<file path="src/rtl/ex_muldiv_unit_pkg.sv">
// Shared opcodes, FSM states and opcode helpers for the EX-stage multiply/divide unit.
package ex_muldiv_unit_pkg;

  localparam int MD_OP_W = 3;

  localparam logic [MD_OP_W-1:0] MD_OP_MUL   = 3'd0;
  localparam logic [MD_OP_W-1:0] MD_OP_MULH  = 3'd1;
  localparam logic [MD_OP_W-1:0] MD_OP_MULHU = 3'd2;
  localparam logic [MD_OP_W-1:0] MD_OP_DIV   = 3'd3;
  localparam logic [MD_OP_W-1:0] MD_OP_DIVU  = 3'd4;
  localparam logic [MD_OP_W-1:0] MD_OP_MOD   = 3'd5;
  localparam logic [MD_OP_W-1:0] MD_OP_MODU  = 3'd6;

  typedef enum logic [1:0] {
    ST_IDLE = 2'd0,
    ST_MUL  = 2'd1,
    ST_DIV  = 2'd2,
    ST_DONE = 2'd3
  } md_state_e;

  function automatic logic op_is_div(input logic [MD_OP_W-1:0] op);
    return (op == MD_OP_DIV) || (op == MD_OP_DIVU) || (op == MD_OP_MOD) || (op == MD_OP_MODU);
  endfunction

  // MUL.W treats its operands as signed too; its low half is identical either way.
  function automatic logic op_is_signed(input logic [MD_OP_W-1:0] op);
    return (op == MD_OP_MUL) || (op == MD_OP_MULH) || (op == MD_OP_DIV) || (op == MD_OP_MOD);
  endfunction

endpackage

</file>
<file path="src/rtl/ex_muldiv_unit_div_iter_core.sv">
// Radix-2 restoring divider over unsigned magnitudes, one quotient bit per step.
module ex_muldiv_unit_div_iter_core #(
  parameter int DATA_W = 32,
  parameter int CNT_W  = $clog2(DATA_W) + 1
) (
  input  logic              clk,
  input  logic              rst,
  input  logic              load_i,
  input  logic              step_i,
  input  logic [DATA_W-1:0] dividend_i,
  input  logic [DATA_W-1:0] divisor_i,
  output logic [DATA_W-1:0] quotient_o,
  output logic [DATA_W-1:0] remainder_o,
  output logic [CNT_W-1:0]  count_o
);

  logic [DATA_W-1:0] quo_q;
  logic [DATA_W-1:0] rem_q;
  logic [DATA_W-1:0] dvs_q;
  logic [CNT_W-1:0]  cnt_q;
  logic [DATA_W:0]   shifted;
  logic              fits;
  logic [DATA_W-1:0] diff;

  // The partial remainder is always below the divisor, so the trial value fits in DATA_W+1 bits.
  always_comb begin
    shifted = {rem_q, quo_q[DATA_W-1]};
    fits    = (shifted >= {1'b0, dvs_q});
    diff    = shifted[DATA_W-1:0] - dvs_q;
  end

  always_ff @(posedge clk or negedge rst) begin
    if (!rst) begin
      quo_q <= '0;
      rem_q <= '0;
      dvs_q <= '0;
      cnt_q <= '0;
    end else if (load_i) begin
      quo_q <= dividend_i;
      rem_q <= '0;
      dvs_q <= divisor_i;
      cnt_q <= '0;
    end else if (step_i) begin
      quo_q <= {quo_q[DATA_W-2:0], fits};
      rem_q <= fits ? diff : shifted[DATA_W-1:0];
      cnt_q <= cnt_q + CNT_W'(1);
    end
  end

  assign quotient_o  = quo_q;
  assign remainder_o = rem_q;
  assign count_o     = cnt_q;

endmodule

</file>
<file path="src/rtl/ex_muldiv_unit.sv">
// Multi-cycle multiply/divide unit beside the EX stage; holds the pipeline until the result is ready.
// Define MULDIV_DIV_EARLY_OUT_EN to let divides by zero or by a larger divisor skip the iteration loop.
module ex_muldiv_unit
  import ex_muldiv_unit_pkg::*;
#(
  parameter int DATA_W  = 32,
  parameter int MUL_LAT = 2,
  parameter int ADDR_W  = 5
) (
  input  logic               clk,
  input  logic               rst,
  input  logic               req_i,
  input  logic [MD_OP_W-1:0] op_i,
  input  logic [DATA_W-1:0]  opa_i,
  input  logic [DATA_W-1:0]  opb_i,
  input  logic [ADDR_W-1:0]  waddr_i,
  input  logic               cancel_i,
  output logic [DATA_W-1:0]  result_o,
  output logic [ADDR_W-1:0]  waddr_o,
  output logic               result_valid_o,
  output logic               stallreq_o
);

  localparam int CNT_W  = $clog2(DATA_W) + 1;
  localparam int MCNT_W = $clog2(MUL_LAT + 1);

  md_state_e           state_q, state_d;
  logic [MD_OP_W-1:0]  op_q;
  logic [DATA_W-1:0]   opa_q, opb_q;
  logic [ADDR_W-1:0]   waddr_q;
  logic [MCNT_W-1:0]   mul_cnt_q;

  logic                accept, in_signed, in_is_div;
  logic [DATA_W-1:0]   mag_a_in, mag_b_in;
  logic                div_load, div_step;
  logic [DATA_W-1:0]   div_quo, div_rem;
  logic [CNT_W-1:0]    div_cnt;

  logic                q_signed, sign_a, neg_quo;
  logic [2*DATA_W-1:0] mul_a_ext, mul_b_ext, product;
  logic [DATA_W-1:0]   quo_mag, rem_mag, result;

`ifdef MULDIV_DIV_EARLY_OUT_EN
  logic                early_in, early_q;
`endif

  always_comb begin
    in_signed = op_is_signed(op_i);
    in_is_div = op_is_div(op_i);
    accept    = (state_q == ST_IDLE) && req_i && !cancel_i;
    mag_a_in  = (in_signed && opa_i[DATA_W-1]) ? -opa_i : opa_i;
    mag_b_in  = (in_signed && opb_i[DATA_W-1]) ? -opb_i : opb_i;
  end

`ifdef MULDIV_DIV_EARLY_OUT_EN
  assign early_in = (opb_i == '0) || (mag_a_in < mag_b_in);

  always_ff @(posedge clk or negedge rst) begin
    if (!rst) begin
      early_q <= 1'b0;
    end else if (accept) begin
      early_q <= in_is_div && early_in;
    end
  end
`endif

  always_ff @(posedge clk or negedge rst) begin
    if (!rst) begin
      state_q   <= ST_IDLE;
      op_q      <= '0;
      opa_q     <= '0;
      opb_q     <= '0;
      waddr_q   <= '0;
      mul_cnt_q <= '0;
    end else begin
      state_q <= state_d;
      if (accept) begin
        op_q      <= op_i;
        opa_q     <= opa_i;
        opb_q     <= opb_i;
        waddr_q   <= waddr_i;
        mul_cnt_q <= '0;
      end else if (state_q == ST_MUL) begin
        mul_cnt_q <= mul_cnt_q + MCNT_W'(1);
      end
    end
  end

  // The accept cycle counts toward the multiply latency, so MUL only waits MUL_LAT-1 cycles.
  always_comb begin
    state_d = state_q;
    case (state_q)
      ST_IDLE: begin
        if (accept) begin
          if (in_is_div) begin
`ifdef MULDIV_DIV_EARLY_OUT_EN
            state_d = early_in ? ST_DONE : ST_DIV;
`else
            state_d = ST_DIV;
`endif
          end else begin
            state_d = (MUL_LAT == 1) ? ST_DONE : ST_MUL;
          end
        end
      end
      ST_MUL:  if (mul_cnt_q == MCNT_W'(MUL_LAT - 2)) state_d = ST_DONE;
      ST_DIV:  if (div_cnt == CNT_W'(DATA_W - 1)) state_d = ST_DONE;
      ST_DONE: state_d = ST_IDLE;
      default: state_d = ST_IDLE;
    endcase
    if (cancel_i) state_d = ST_IDLE;
  end

  assign div_load = accept && in_is_div;
  assign div_step = (state_q == ST_DIV);

  ex_muldiv_unit_div_iter_core #(
    .DATA_W (DATA_W),
    .CNT_W  (CNT_W)
  ) u_div_iter_core (
    .clk         (clk),
    .rst         (rst),
    .load_i      (div_load),
    .step_i      (div_step),
    .dividend_i  (mag_a_in),
    .divisor_i   (mag_b_in),
    .quotient_o  (div_quo),
    .remainder_o (div_rem),
    .count_o     (div_cnt)
  );

  // Operands are sign/zero-extended to the full product width, so a plain modular multiply gives both halves.
  always_comb begin
    q_signed  = op_is_signed(op_q);
    sign_a    = q_signed && opa_q[DATA_W-1];
    neg_quo   = q_signed && (opa_q[DATA_W-1] ^ opb_q[DATA_W-1]);
    mul_a_ext = {{DATA_W{sign_a}}, opa_q};
    mul_b_ext = {{DATA_W{q_signed && opb_q[DATA_W-1]}}, opb_q};
    product   = mul_a_ext * mul_b_ext;
    quo_mag   = div_quo;
    rem_mag   = div_rem;
`ifdef MULDIV_DIV_EARLY_OUT_EN
    if (early_q) begin
      quo_mag = '0;
      rem_mag = sign_a ? -opa_q : opa_q;
    end
`endif
    case (op_q)
      MD_OP_MUL:               result = product[DATA_W-1:0];
      MD_OP_MULH, MD_OP_MULHU: result = product[2*DATA_W-1:DATA_W];
      MD_OP_DIV, MD_OP_DIVU:   result = (opb_q == '0) ? '1 : (neg_quo ? -quo_mag : quo_mag);
      MD_OP_MOD, MD_OP_MODU:   result = sign_a ? -rem_mag : rem_mag;
      default:                 result = product[DATA_W-1:0];
    endcase
  end

  assign result_valid_o = (state_q == ST_DONE);
  assign result_o       = result_valid_o ? result : '0;
  assign waddr_o        = waddr_q;
  assign stallreq_o     = rst && (accept || (state_q == ST_MUL) || (state_q == ST_DIV));

endmodule

</file>
<file path="config.mk">
export PLATFORM = sky130hd
export DESIGN_NAME = ex_muldiv_unit
export DESIGN_NICKNAME = d
export VERILOG_FILES = /design/src/rtl/ex_muldiv_unit_pkg.sv /design/src/rtl/ex_muldiv_unit_div_iter_core.sv /design/src/rtl/ex_muldiv_unit.sv
export SDC_FILE = /design/constraint.sdc
export NUM_CORES = 2
export LEC_CHECK = 0
export ABC_AREA = 1
export BUFFER_PORTS_ARGS = -buffer_cell sky130_fd_sc_hd__buf_2
export CAP_MARGIN = 20
export CELL_PAD_IN_SITES_DETAIL_PLACEMENT = 0
export CELL_PAD_IN_SITES_GLOBAL_PLACEMENT = 2
export CORE_MARGIN = 2
export CORE_UTILIZATION = 40
export CTS_BUF_LIST = sky130_fd_sc_hd__clkbuf_8
export CTS_CLUSTER_DIAMETER = 40
export CTS_CLUSTER_SIZE = 24
export DETAILED_ROUTE_END_ITERATION = 6
export PLACE_DENSITY = 0.95
export SYNTH_ARGS = -nofsm -noshare
export SYNTH_HDL_FRONTEND = slang
export SYNTH_SLANG_ARGS = --single-unit
</file>
<file path="constraint.sdc">
create_clock -name clk -period 10.1 [get_ports clk]
set_input_delay 0.505 -clock clk [delete_from_list [all_inputs] [get_ports clk]]
set_output_delay 0.505 -clock clk [all_outputs]
set_load 0.02 [all_outputs]
</file>
==> flow_summary.json <==
{
  "status": "finished clean",
  "synthCells": 7263,
  "dpl.hpwl_um": 171000,
  "synth.top_cell.area_share_pct": 41.7,
  "grt_pass1_vias": 47830,
  "first_pass_iters": 6,
  "synthFlopType": "dfrtp_1",
  "hold_ws_ns": 0.0884,
  "slew_headroom_pct": 25.2,
  "initial_core_util_pct": 40.4,
  "finalCriticalPeriod_ns": 9.90,
  "holdPathStages": 3,
  "finalWirelength_um": 199000,
  "ios": 115,
  "startpoint_type": "register",
  "htreeDepth": 4,
  "yosys_warnings": 0,
  "dpl.cell_count": 8967,
  "die_area_sq_um": 138000,
  "drv_cap": 0,
  "worstPathMaxFanout": 17,
  "drive_gt1_share_pct": 6.26,
  "async_reset_ff_share_pct": 100,
  "cts_buffer_depth": 2,
  "coreArea_sq_um": 134000,
  "tightestPinTransition_ns": 1.12,
  "rsz0062_at_grt": "false",
  "synth_edf_count": 0,
  "clk_latency_ns": 0.62,
  "path_class": "register to output pin",
  "grtUsageMet1_pct": 43.0,
  "synthToLayoutAreaGrowth_pct": 6.26,
  "finalMaxSlewViolations": 0,
  "finalClockSkew_ns": 0.0275,
  "grt_use_met2_pct": 46.6,
  "grt_max_degree": 81,
  "numCtsBuffers": 17,
  "cts.clk_slew.worst_paths_ns": 0.13,
  "critPathArrivalTime_ns": 9.39,
  "io_buffers": 114,
  "top_usage_layer": "met2",
  "clock.fmax_mhz": 101,
  "antenna_found_initial": 5,
  "cp-end-kind": "output pin",
  "viasPerCell": 5.19,
  "synth_mux_area_share_pct": 0,
  "final_cells": 9013,
  "drc": 0,
  "fillCellCount": 13926,
  "rows": 134,
  "yosys.area.top_type": "fa_1",
  "tns_ns": 0,
  "synth_xor_area_share_pct": 1.18,
  "synthSimpleGateAreaFrac_pct": 20.9,
  "grt_overflow": 0,
  "synth-compound-area-share_pct": 6.48,
  "crit_required_ns": 9.60,
  "wl_per_cell_um": 22.1,
  "synth_top_family_by_area": "adder cells",
  "synthTopCellsByCount": "nand2_1, inv_1, fa_1",
  "vias": 46815,
  "syn-num-nets": 8721,
  "use_met3_pct": 3.22,
  "synthesis.area_sq_um": 54100,
  "ys_ff_latch": 178,
  "ys_top_cells_by_area": "fa_1, nand2_1, inv_1, dfrtp_1, ha_1",
  "cts_root_buffer": "clkbuf_8",
  "final-setup-viol-count": 0,
  "final_antenna_net_count": 0,
  "gr-usage-all-layers_pct": 29.6,
  "synthDistinctLibCells": 56,
  "avgSynthCellArea_sq_um": 7.45,
  "hold_viol": 0,
  "hp-class": "primary input to register",
  "drt_iter0_drc": 4312,
  "grt_pass1_wl_um": 304000,
  "synth_adder_area_share_pct": 47.6,
  "die_width_um": 372,
  "reg2reg_depth": 12,
  "clock-sinks": 178,
  "nets": 8686,
  "cts_tree": "yes",
  "gp_congestion": 0.994,
  "die_h_um": 372,
  "period_share_pct": 98.0,
  "yosysMostFrequentCell": "nand2_1",
  "ys_seq_area_share_pct": 8.23
}
-- cells in the final DEF, fill, tap and decap left out, drive strengths merged, types with 3 or more instances in the layout --
master    instances
clkbuf           18
ha              256
dfrtp           178
o31ai             8
a31oi             8
o21bai           27
a21oi           225
o221ai           18
buf             285
o21ai           300
nand4            38
o211ai           13
o21a              4
nor3             38
a21boi           14
diode             4
a221oi            3
nor2            417
nor4              7
xor2             46
nand2          1915
clkinv            6
xnor2            27
inv            1887
fa             1126
o22ai             8
nand3           328
clkinvlp          6
and3              3
nand3b            8
or2              13
-- worst paths after layout --
check | start | to | slack [ns]
setup / recovery | opa_q[14] | result_o[1] | 0.20
min in group asynchronous | rst | u_div_iter_core.remainder_o[28] | 0.49
hold / removal | waddr_i[0] | waddr_o[0] | 0.09
hold reg to reg | waddr_o[3] | waddr_o[3] | 0.50
max in group asynchronous | rst | opb_q[2] | 7.43
setup reg to reg | state_q[0] | u_div_iter_core.quotient_o[24] | 5.26
-- critical path: stages (launching register included) --
cell     delay [ns]
dfrtp_1        1.11
buf_4          0.30
nand2_1        0.07
fa_1           0.53
inv_1          0.05
fa_1           0.47
fa_1           0.56
inv_1          0.06
fa_1           0.51
inv_1          0.06
fa_1           0.53
inv_1          0.05
fa_1           0.48
fa_1           0.49
inv_1          0.05
fa_1           0.54
ha_1           0.39
a21oi_1        0.25
o21ai_0        0.22
a21oi_1        0.40
nand3_1        0.29
a21oi_1        0.23
or2_1          0.12
nand3_1        0.20
a21oi_1        0.54
buf_2          0.27
-- state kept, by name, indices dropped and copies added (netlist names) --
name / cells
opa_q: 32
waddr_o: 5
opb_q: 32
u_div_iter_core.dvs_q: 32
u_div_iter_core.count_o: 6
u_div_iter_core.remainder_o: 32
mul_cnt_q: 2
op_q: 3
state_q: 2
u_div_iter_core.quotient_o: 32
-- stage by stage --
step                cell area, sq um  setup WS [ns]  util, %
floorplan                      54100           1.96        -
global placement               56800          0.742     42.5
detailed placement             56800          0.652     42.5
CTS                            57300        0.00162     42.8
global route                   57500         0.0315     43.0
finish                         57500          0.200     43.0
-- timing repair --
action / in CTS / in global routing
hold buffers: 1 / 0
resized for setup: 1 / 28
setup buffers: 0 / 7
endpoints found under the setup margin: 1 / 15
hold endpoints to repair: 78 / 0
-- per-layer routing --
metal / vias to the layer above / part of all wire (%)
li1: 21072 / -
met1: 23808 / 44
met2: 1719 / 45
met3: 214 / 6.8
met4: 2 / 3.3
met5: - / 0.0065
-- final cells by class --
class                      count  area, sq um  share of cell area (%)
timing repair buffer         287         2010                    3.50
sequential                   178         4450                    7.75
tap                         1768         2210                    3.85
antenna                        4         10.0                  0.0174
clock buffer                  17          234                   0.407
multi-input combinational   4859        41300                    71.8
inverter                    1885         7100                    12.3
clock inverter                15          194                   0.337
-- cell families after synthesis --
kind of cell / Yosys count
AOI/OAI and AO/OA: 635
xor gates and xnor gates: 73
adders and majority gates: 1382
buffers and inverters: 2226
DFF: 178
and+or+nand+nor: 2769
Power is not shown: default switching activity piles up to over one toggle a cycle in this logic, so the estimate is an artifact.
